==> src/rtl/uart_rx_fifo.sv <==
// Receive-side circular FIFO between the UART Receiver and the host read port.
// Define UART_RX_FIFO_AF_EN to add the registered o_almost_full output (count >= AF_LEVEL).
module uart_rx_fifo #(
    parameter int SIZE_DATA = 8,
    parameter int DEPTH     = 16,
    parameter int AF_LEVEL  = 12
) (
    input  logic                     i_clk,
    input  logic                     i_rst,
    input  logic [SIZE_DATA-1:0]     i_wr_data,
    input  logic                     i_wr_en,
    output logic                     o_fifo_full,
    input  logic                     i_rd_en,
    output logic [SIZE_DATA-1:0]     o_rd_data,
    output logic                     o_rd_valid,
    output logic                     o_empty,
    output logic [$clog2(DEPTH):0]   o_count,
    output logic                     o_overrun,
`ifdef UART_RX_FIFO_AF_EN
    output logic                     o_almost_full,
`endif
    input  logic                     i_clr_overrun
);

    localparam int PTR_W = $clog2(DEPTH);
    localparam int CNT_W = PTR_W + 1;
    localparam logic [CNT_W-1:0] FULL_COUNT = CNT_W'(DEPTH);

    logic [SIZE_DATA-1:0] mem_reg [DEPTH];
    logic [PTR_W-1:0]     wr_ptr_reg;
    logic [PTR_W-1:0]     rd_ptr_reg;
    logic [CNT_W-1:0]     count_reg;
    logic [CNT_W-1:0]     count_next;
    logic [SIZE_DATA-1:0] rd_data_reg;
    logic                 rd_valid_reg;
    logic                 overrun_reg;
    logic                 rd_accept;
    logic                 wr_accept;
    logic                 wr_drop;

    // A write into a full FIFO only succeeds when a read frees a slot in the same cycle.
    assign rd_accept = i_rd_en && (count_reg != '0);
    assign wr_accept = i_wr_en && ((count_reg != FULL_COUNT) || rd_accept);
    assign wr_drop   = i_wr_en && !wr_accept;

    always_comb begin
        count_next = count_reg;
        if (wr_accept && !rd_accept) begin
            count_next = count_reg + 1'b1;
        end else if (rd_accept && !wr_accept) begin
            count_next = count_reg - 1'b1;
        end
    end

    // Storage carries no reset; stale entries are unreachable once the pointers reset.
    always_ff @(posedge i_clk) begin
        if (!i_rst && wr_accept) begin
            mem_reg[wr_ptr_reg] <= i_wr_data;
        end
    end

    always_ff @(posedge i_clk) begin
        if (i_rst) begin
            wr_ptr_reg   <= '0;
            rd_ptr_reg   <= '0;
            count_reg    <= '0;
            rd_data_reg  <= '0;
            rd_valid_reg <= 1'b0;
            overrun_reg  <= 1'b0;
        end else begin
            count_reg    <= count_next;
            rd_valid_reg <= rd_accept;
            if (wr_accept) begin
                wr_ptr_reg <= wr_ptr_reg + 1'b1;
            end
            if (rd_accept) begin
                rd_ptr_reg  <= rd_ptr_reg + 1'b1;
                rd_data_reg <= mem_reg[rd_ptr_reg];
            end
            // Set has priority over clear so a simultaneous drop is never lost.
            if (wr_drop) begin
                overrun_reg <= 1'b1;
            end else if (i_clr_overrun) begin
                overrun_reg <= 1'b0;
            end
        end
    end

`ifdef UART_RX_FIFO_AF_EN
    logic almost_full_reg;

    always_ff @(posedge i_clk) begin
        if (i_rst) begin
            almost_full_reg <= 1'b0;
        end else begin
            almost_full_reg <= (count_next >= CNT_W'(AF_LEVEL));
        end
    end

    assign o_almost_full = almost_full_reg;
`endif

    assign o_count     = count_reg;
    assign o_empty     = (count_reg == '0);
    assign o_fifo_full = (count_reg == FULL_COUNT);
    assign o_rd_data   = rd_data_reg;
    assign o_rd_valid  = rd_valid_reg;
    assign o_overrun   = overrun_reg;

endmodule

==> config.mk <==
export PLATFORM = sky130hd
export DESIGN_NAME = uart_rx_fifo
export DESIGN_NICKNAME = d
export VERILOG_FILES = /design/src/rtl/uart_rx_fifo.sv
export SDC_FILE = /design/constraint.sdc
export NUM_CORES = 1
export LEC_CHECK = 0
export ABC_AREA = 1
export CAP_MARGIN = 20
export CORE_ASPECT_RATIO = 1.2
export CORE_MARGIN = 2
export CORE_UTILIZATION = 60
export CTS_CLUSTER_SIZE = 40
export DETAILED_ROUTE_END_ITERATION = 10
export PLACE_DENSITY = 0.79
export SETUP_SLACK_MARGIN = 0.5
export SYNTH_ARGS = -nofsm -noshare
export SYNTH_HDL_FRONTEND = slang
export SYNTH_SLANG_ARGS = --single-unit
export TNS_END_PERCENT = 1
==> constraint.sdc <==
create_clock -name i_clk -period 3.6 [get_ports i_clk]
set_input_delay 0.72 -clock i_clk [delete_from_list [all_inputs] [get_ports i_clk]]
set_output_delay 0.72 -clock i_clk [all_outputs]
set_load 0.005 [all_outputs]
==> results.py, run 1 <==
metrics = {
    "drt": {
        "drcViolationCount": 0,
        "via_count": 4692,
        "drt_wl_total_um": 14900,
        "drt_iter0_drc": 412,
        "antenna_left": 0,
        "drt_pass1_iterations": 5,
        "detail_route.vias_per_cell": 5.57,
        "post_drt_wl_per_cell_um": 17.6,
    },
    "pwr": {
        "power.switching_mw": 1.56,
        "internal_power_mw": 3.46,
        "seq_power_share_pct": 40.9,
        "p_sw_share_pct": 31.0,
        "powerDensity_nw_per_um2": 665,
        "leakage_nw": 3.15,
        "pwr-share-comb_pct": 25.7,
        "clkPwrFrac_pct": 33.4,
        "ir_drop_uv": 404,
    },
    "cts": {
        "htree_levels": 4,
        "cts_sinks": 151,
        "postCtsSetupBuffers": 0,
        "hold_buffers": 0,
        "cts_resized": 0,
        "cts_buffers": 17,
        "clk_path_buf_depth": 2,
        "clk_latency_ps": 420,
        "clockRootBuffer": "clkbuf_16",
        "cts_tree": "yes",
        "clkTransAtPathRegs_ps": 60,
    },
    "global_routing": {
        "track_usage_pct": 26.4,
        "grt_pass1_wl_um": 23300,
        "grt_max_degree": 67,
        "overflow": 0,
        "grt_pass1_vias": 4626,
        "antenna_found_initial": 0,
    },
    "layout": {
        "nFillCells": 807,
        "syn2layout_area_growth_pct": 13.4,
        "drive_gt1_share_pct": 6.34,
        "final_cell_mix": "210 x nand2_1, 128 x edfxtp_1, 100 x nand3_1",
        "nNetsFinal": 721,
        "insertedDiodeCount": 0,
        "final_cell_area_um2": 7550,
        "layout_commonest_cell": "nand2_1",
        "largest_reg_flops": 128,
    },
    "worst_setup_path": {
        "required_ps": 3910,
        "cp-start-kind": "primary input",
        "end_kind": "register",
        "cp_slowest_cell": "clkdlybuf4s50_1",
        "cp_slowest_stage_delay_ps": 510,
        "crit_arrival_ps": 3010,
        "crit_type": "in2reg",
        "critPathMaxFanout": 10,
        "path_cells": "clkdlybuf4s50_1 > nand2_4 > nand2_2 > nand2_2 > inv_2 > ha_1 > inv_1 > ha_1 > a21oi_1 > o21ai_0 > and2_1 > o21bai_1 > a21oi_1",
    },
    "run": {
        "drv_cap": 0,
    },
    "sta": {
        "hold_violations": 0,
        "skew_ps": 6.97,
        "relSlewSlack_pct": 28.5,
        "period_share_pct": 74.9,
        "worst_pin_slew_ps": 1070,
        "setup_slack_ps": 902,
        "setup_tns_ps": 0,
        "drv_slew": 0,
        "max_freq_mhz": 371,
        "final-setup-viol-count": 0,
        "period_minus_slack_ps": 2700,
        "rsz0062_at_grt": "no",
    },
    "synthesis": {
        "ys_ff_latch": 151,
        "ys_seq_area_share_pct": 64.7,
        "netlist_instances": 674,
        "yosysUniqueCellTypes": 25,
        "synth_nets": 698,
        "avgSynthCellArea_um2": 9.87,
        "syn-cell-area_um2": 6660,
        "yosys_warnings": 0,
    },
    "placement": {
        "hpwlAfterDp_um": 9220,
        "routabilityCongestion": 0.992,
        "placed_area_um2": 6960,
        "port_buffers": 29,
        "post-place-ws_ps": 498,
    },
    "floorplan": {
        "core.rowCount": 42,
        "fp.coreArea_um2": 10900,
        "num_io_pins": 30,
        "dieWidth_um": 100,
        "fp.dieArea_um2": 12000,
        "die-height_um": 119,
        "initial_core_util_pct": 60.9,
    },
    "outcome": {
        "outcome": "finished, final reports clean",
    },
    "worst_hold_path": {
        "hp-class": "reg2reg",
    },
}
## metrics by stage
step / hold WS, ps / power, mW / util [%] / std cells
global placement: 454 / 3.28 / 63.7 / 809
floorplan: 460 / 2.93 / - / 674
CTS: 481 / 5.00 / 68.9 / 841
detailed placement: 479 / 3.33 / 63.7 / 809
finish: 483 / 5.02 / 69.0 / 842
global route: 502 / 5.24 / 69.0 / 842
## cell type report
type	count	area, µm²	area share, %
clock inverter	14	133	1.76
tap	132	165	2.19
clock buffer	18	429	5.69
multi-input combinational	401	1830	24.3
timing repair buffer	33	333	4.41
inverter	93	349	4.63
sequential	151	4310	57.1
## cell usage after synthesis, drive strengths merged
master / instances / area (µm²)
a21oi: 13 / 65.1
and2: 1 / 6.26
buf: 24 / 151
clkbuf: 5 / 18.8
clkinv: 2 / 7.51
dfxtp: 23 / 460
edfxtp: 128 / 3840
fa: 1 / 20.0
ha: 10 / 125
inv: 91 / 342
nand2: 217 / 837
nand3: 100 / 500
nand4: 1 / 12.5
nor2: 42 / 160
o21ai: 9 / 45.0
o21bai: 1 / 7.51
xnor2: 1 / 8.76
xor2: 5 / 43.8
## cell families (layout without fill, tap and decap cells)
| logic type | count (synthesis) | in the layout | synth area share, % |
|---|---|---|---|
| flip-flops | 151 | 151 | 64.7 |
| AO/OA/AOI/OAI | 23 | 23 | 1.77 |
| AND/OR/NAND/NOR | 361 | 361 | 22.8 |
| adder cells (fa/ha/maj) | 11 | 11 | 2.18 |
| XOR/XNOR | 6 | 6 | 0.790 |
| buffers and inverters | 122 | 158 | 7.80 |
## metal layers
metal	GRT usage [%]	vias to the layer above	part of all wire [%]
li1	-	2230	-
met1	33.3	2198	39
met2	43.0	216	50
met3	5.40	48	7.2
met4	13.4	0	3.7
met5	0	-	0
## worst max-delay path: cells and delay by family
family	cells	cell delay, ps
buffers and inverters	3	780
adders and majority gates	2	610
AOI/OAI and AO/OA	4	460
and+or+nand+nor	4	430
## worst paths after layout
check	start	to	slack, ps	depth (start not counted)
worst max-delay path	i_rd_en	o_count[4]	900	13
worst min-delay path	o_overrun	o_overrun	480	2
worst max register to register	o_count[1]	o_count[4]	1060	14
worst min register to register	o_overrun	o_overrun	480	2
## power groups by stage
stage,registers [mW],clock network [mW],logic [mW]
CTS,2.05,1.70,1.26
floorplan,2.08,0,0.857
detailed placement,2.09,0,1.24
global route,2.06,1.77,1.41
global placement,2.08,0,1.20
finish,2.05,1.68,1.29
No activity file was read; power rests on OpenSTA's default activity.
==> run 2: changes to the inputs <==
- CORE_UTILIZATION: 60 -> 54
- PLACE_DENSITY: 0.79 -> 0.75
- clock period: 3.6 -> 2.4 ns (I/O delays scaled with it)
==> run 2 against run 1 <==
Die area is 11% higher. Clock power is 56% higher. Non-clock buffer count is 27 higher. Cell count is 6.5% higher. Global-route usage is 2.4 points lower. Worst setup slack worse by 550 ps. Via count is 0.49% higher. Register-to-register slack worse by 710 ps. Hold slack worse by 15 ps.
==> results.py, run 2 (synthesized netlist as in run 1, its figures left out) <==
metrics = {
    "worst_hold_path": {
        "min_path_cells": 2,
        "min_to": "o_overrun",
        "hp-class": "reg2reg",
        "hp-start": "o_overrun",
    },
    "cts": {
        "clkTransAtPathRegs_ps": 60,
        "cts_tree": "yes",
        "clk_path_buf_depth": 2,
        "clk_latency_ps": 420,
        "hold_buffers": 0,
        "clockRootBuffer": "clkbuf_16",
        "cts_buffers": 17,
        "htree_levels": 4,
        "cts_sinks": 151,
    },
    "pwr": {
        "p_sw_share_pct": 30.8,
        "seq_power_share_pct": 39.4,
        "clkPwrFrac_pct": 33.4,
        "power.switching_mw": 2.42,
        "ir_drop_uv": 821,
        "powerDensity_nw_per_um2": 997,
        "p_total_mw": 7.87,
        "leakage_nw": 3.31,
        "pwr-share-comb_pct": 27.3,
        "internal_power_mw": 5.44,
    },
    "global_routing": {
        "track_usage_pct": 24.0,
        "busiest_layer": "met2",
        "use_met1_pct": 28.5,
        "met3_usage_pct": 5.18,
        "grt_max_degree": 41,
        "gr-usage-met2_pct": 41.9,
        "antenna_found_initial": 0,
        "grt_pass1_vias": 4778,
        "overflow": 0,
        "grt_pass1_wl_um": 23900,
    },
    "worst_setup_path": {
        "crit_family": "buffers and inverters",
        "r2r-end": "o_count[4]",
        "reg2reg_slack_ps": 350,
        "critPathMaxFanout": 4,
        "cp-start-kind": "register",
        "critPathBufInv": 2,
        "path_cells": "nor2_4 > nand4_4 > inv_1 > clkdlybuf4s50_1",
        "rr_startpoint": "o_count[3]",
        "crit_type": "reg2out",
        "cp_slowest_cell": "clkdlybuf4s50_1",
        "cp_slowest_stage_delay_ps": 490,
        "required_ps": 1920,
        "end_kind": "output pin",
        "crit_arrival_ps": 1570,
        "reg2regPathDepth": 14,
    },
    "layout": {
        "layout_commonest_cell": "nand2_1",
        "syn2layout_area_growth_pct": 18.6,
        "insertedDiodeCount": 0,
        "final-instance-count-excl-fill": 897,
        "drive_gt1_share_pct": 12.0,
        "nNetsFinal": 748,
        "final_cell_mix": "210 x nand2_1, 128 x edfxtp_1, 99 x nand3_1",
        "final_core_util_pct": 65.5,
        "final_cell_area_um2": 7890,
        "largest_reg_flops": 128,
    },
    "outcome": {
        "outcome": "finished, final reports clean",
    },
    "sta": {
        "setup_tns_ps": 0,
        "worst_pin_slew_ps": 744,
        "relSlewSlack_pct": 50.2,
        "drv_slew": 0,
        "period_share_pct": 85.3,
        "final-setup-viol-count": 0,
        "setup_slack_ps": 353,
        "skew_ps": 6.03,
        "hold_slack_ps": 468,
        "period_minus_slack_ps": 2050,
        "hold_violations": 0,
        "max_freq_mhz": 488,
        "rsz0062_at_grt": "yes",
    },
    "floorplan": {
        "initial_core_util_pct": 55.2,
        "core.rowCount": 44,
        "dieWidth_um": 105,
        "fp.coreArea_um2": 12100,
        "fp.dieArea_um2": 13200,
        "die-height_um": 126,
        "num_io_pins": 30,
    },
    "drt": {
        "post_drt_wl_per_cell_um": 16.4,
        "drcViolationCount": 0,
        "detail_route.vias_per_cell": 5.26,
        "drt_iter0_drc": 392,
        "via_count": 4715,
        "antenna_left": 0,
        "drt_pass1_iterations": 6,
        "drt_wl_total_um": 14700,
    },
    "placement": {
        "port_buffers": 29,
        "post-place-ws_ps": 8.00,
        "routabilityCongestion": 0.924,
        "place_inst": 862,
        "hpwlAfterDp_um": 9300,
        "placed_area_um2": 7260,
    },
    "run": {
        "drv_cap": 0,
    },
}
-- run 2: cell types whose count changed in the layout (fill, tap and decap cells not counted), sizes merged --
cell           delta
buf              +27
clkinv            -2
bufinv            +1
clkdlybuf4s50     -1
dlygate4sd2       +1
-- run 2: layer usage --
layer,routed length (µm),up-vias
met2,7740,170
met5,0,-
met1,5810,2233
met4,396,0
li1,-,2285
met3,810,27
-- run 2: cell type report --
class	count	area, µm²
fillers	892	4160
multi-input cells	401	1910
clock inverters	13	155
flip-flops and latches	151	4310
well taps	161	201
clock buffers	18	429
repair buffers	60	522
inverters	93	359
-- run 2: worst max path at each step --
stage | end | slack [ps] | cells after the start | startpoint
final | o_empty | 350 | 4 | o_count[3]
after CTS | o_count[4] | 300 | 12 | o_count[0]
after global placement | o_count[3] | 50 | 13 | i_rd_en
after detailed placement | o_count[4] | 8 | 13 | i_rd_en
after floorplan | o_count[4] | 370 | 14 | o_count[3]
after global routing | o_count[3] | 250 | 14 | o_count[3]
-- run 2: worst register-to-register path, stage by stage, from the launching register on --
cell,delay [ps]
dfxtp_4,360
nor2_4,140
nand3_2,100
nor2_4,140
nand2_2,100
nand2_4,100
inv_6,40
ha_4,180
inv_6,80
ha_4,200
a21oi_2,130
o21ai_2,70
and2_1,130
o21bai_1,120
a21oi_1,70
-- run 2: power by group through the flow --
stage	Sequential [mW]	Clock (mW)	Combinational, mW
final	3.10	2.62	2.15
after global routing	3.12	2.75	2.36
after CTS	3.10	2.65	2.08
after detailed placement	3.15	0	2.06
after global placement	3.15	0	1.99
after floorplan	3.14	0	1.40
-- run 2: what timing repair did --
item,4_1_cts,5_1_grt
setup endpoints to repair,5,92
gates resized for setup,2,6
endpoints found under the hold margin,0,0
pin swaps,2,7
buffers inserted,0,4
==> run 3: changes to the inputs <==
- CORE_MARGIN: 2 -> 1.5
==> run 3 against run 2 <==
Critical path depth is the same. Global-route usage fell by 0.26 points. Flip-flop and latch count unchanged. Die area shrank 1.7%. Power fell by 1.2%. Largest cell class unchanged. Non-clock buffer count down 1. Worst setup slack got worse by 33 ps. Via count grew 0.42%. Clock-buffer cell count rose by 1. Highest routed layer unchanged. Design area hardly changed. Clock power is 2% lower.
==> results.py, run 3 (synthesized netlist as in run 1, its figures left out) <==
metrics = {
    "drt": {
        "via_count": 4735,
        "drcViolationCount": 0,
        "detail_route.vias_per_cell": 5.28,
        "drt_pass1_iterations": 5,
        "antenna_left": 0,
        "drt_iter0_drc": 389,
        "drt_wl_total_um": 14500,
        "post_drt_wl_per_cell_um": 16.2,
    },
    "placement": {
        "port_buffers": 29,
        "hpwlAfterDp_um": 9290,
        "routabilityCongestion": 0.866,
    },
    "layout": {
        "syn2layout_area_growth_pct": 18.5,
        "nNetsFinal": 747,
        "largest_reg_flops": 128,
        "layout_commonest_cell": "nand2_1",
        "final_cell_mix": "210 x nand2_1, 128 x edfxtp_1, 99 x nand3_1",
        "insertedDiodeCount": 0,
        "drive_gt1_share_pct": 11.7,
        "nFillCells": 864,
    },
    "global_routing": {
        "grt_max_degree": 67,
        "grt_pass1_vias": 4709,
        "track_usage_pct": 23.7,
        "overflow": 0,
        "antenna_found_initial": 0,
        "grt_pass1_wl_um": 23400,
    },
    "sta": {
        "drv_slew": 0,
        "relSlewSlack_pct": 52.5,
        "setup_tns_ps": 0,
        "skew_ps": 10.6,
        "final-setup-viol-count": 0,
        "period_minus_slack_ps": 2080,
        "max_freq_mhz": 481,
        "hold_violations": 0,
        "rsz0062_at_grt": "yes",
        "worst_pin_slew_ps": 710,
        "hold_slack_ps": 475,
        "period_share_pct": 86.7,
    },
    "cts": {
        "clk_latency_ps": 420,
        "cts_tree": "yes",
        "htree_levels": 4,
        "cts_sinks": 151,
        "cts_buffers": 17,
        "clkTransAtPathRegs_ps": 60,
        "hold_buffers": 0,
        "clk_path_buf_depth": 2,
        "clockRootBuffer": "clkbuf_16",
    },
    "worst_hold_path": {
        "hp-class": "reg2reg",
    },
    "worst_setup_path": {
        "reg2reg_slack_ps": 320,
        "crit_type": "reg2out",
        "cp-start-kind": "register",
        "required_ps": 1920,
        "end_kind": "output pin",
        "crit_arrival_ps": 1600,
        "critPathMaxFanout": 4,
    },
    "run": {
        "drv_cap": 0,
    },
    "pwr": {
        "powerDensity_nw_per_um2": 986,
        "ir_drop_uv": 691,
        "leakage_nw": 3.29,
    },
    "floorplan": {
        "num_io_pins": 30,
        "core.rowCount": 44,
        "dieWidth_um": 104,
        "fp.coreArea_um2": 12100,
        "die-height_um": 125,
        "initial_core_util_pct": 55.2,
        "fp.dieArea_um2": 13000,
    },
    "outcome": {
        "outcome": "finished, final reports clean",
    },
}
## run 3: cell types whose count changed in the layout (fill, tap and decap cells not counted), sizes merged
cell / previous run / this run
inv: 93 / 94
clkinvlp: 4 / 6
bufinv: 3 / 2
clkbuf: 18 / 19
clkinv: 6 / 4
buf: 31 / 30
## run 3: cell type report
| class | instances | area, µm² | share of cell area [%] |
|---|---|---|---|
| Sequential cell | 151 | 4310 | 54.7 |
| Multi-Input combinational cell | 401 | 1910 | 24.2 |
| Timing Repair Buffer | 59 | 527 | 6.68 |
| Clock buffer | 19 | 433 | 5.49 |
| Inverter | 93 | 359 | 4.55 |
| Tap cell | 161 | 201 | 2.55 |
| Clock inverter | 13 | 146 | 1.86 |
## run 3: final timing paths
kind,start,endpoint,depth (start not counted)
worst min-delay path,o_overrun,o_overrun,2
worst max-delay path,o_count[3],o_empty,4
worst min register to register,o_overrun,o_overrun,2
worst max register to register,o_count[3],o_count[4],12
## run 3: critical path: stages, from the launching register on
cell and delay, ps:
dfxtp_4 370, nor2_4 150, nand4_4 110, inv_1 70, clkdlybuf4s50_1 490
## run 3: metrics by stage
stage	instance area [µm²]	setup slack, ps	instances	utilization, %	power (mW)
floorplan	6740	366	674	-	4.55
global placement	7280	61.7	863	60.4	5.14
detailed placement	7280	0.0742	863	60.4	5.21
CTS	7860	289	895	65.2	7.77
global route	7890	207	897	65.4	8.14
finish	7890	320	897	65.4	7.77
## run 3: where the power goes
part	switching, mW	leakage (nW)	internal (mW)	total, mW
logic	1.27	1.69	0.815	2.09
registers	0.116	1.34	2.99	3.10
clock network	1.05	0.262	1.54	2.58
## run 3: what timing repair did
item | CTS | global route
cloned | 0 | 0
setup endpoints to repair | 5 | 56
gates resized for setup | 2 | 3
pin swaps | 2 | 5
buffers inserted | 0 | 2
## run 3: routing by layer
layer	up-vias	track usage, %	wire [µm]	share of wire (%)
met5	-	0	0	0
met4	0	13.0	581	4.0
met3	43	3.87	864	6.0
met2	196	40.2	7570	52
met1	2216	29.0	5510	38
li1	2280	-	-	-
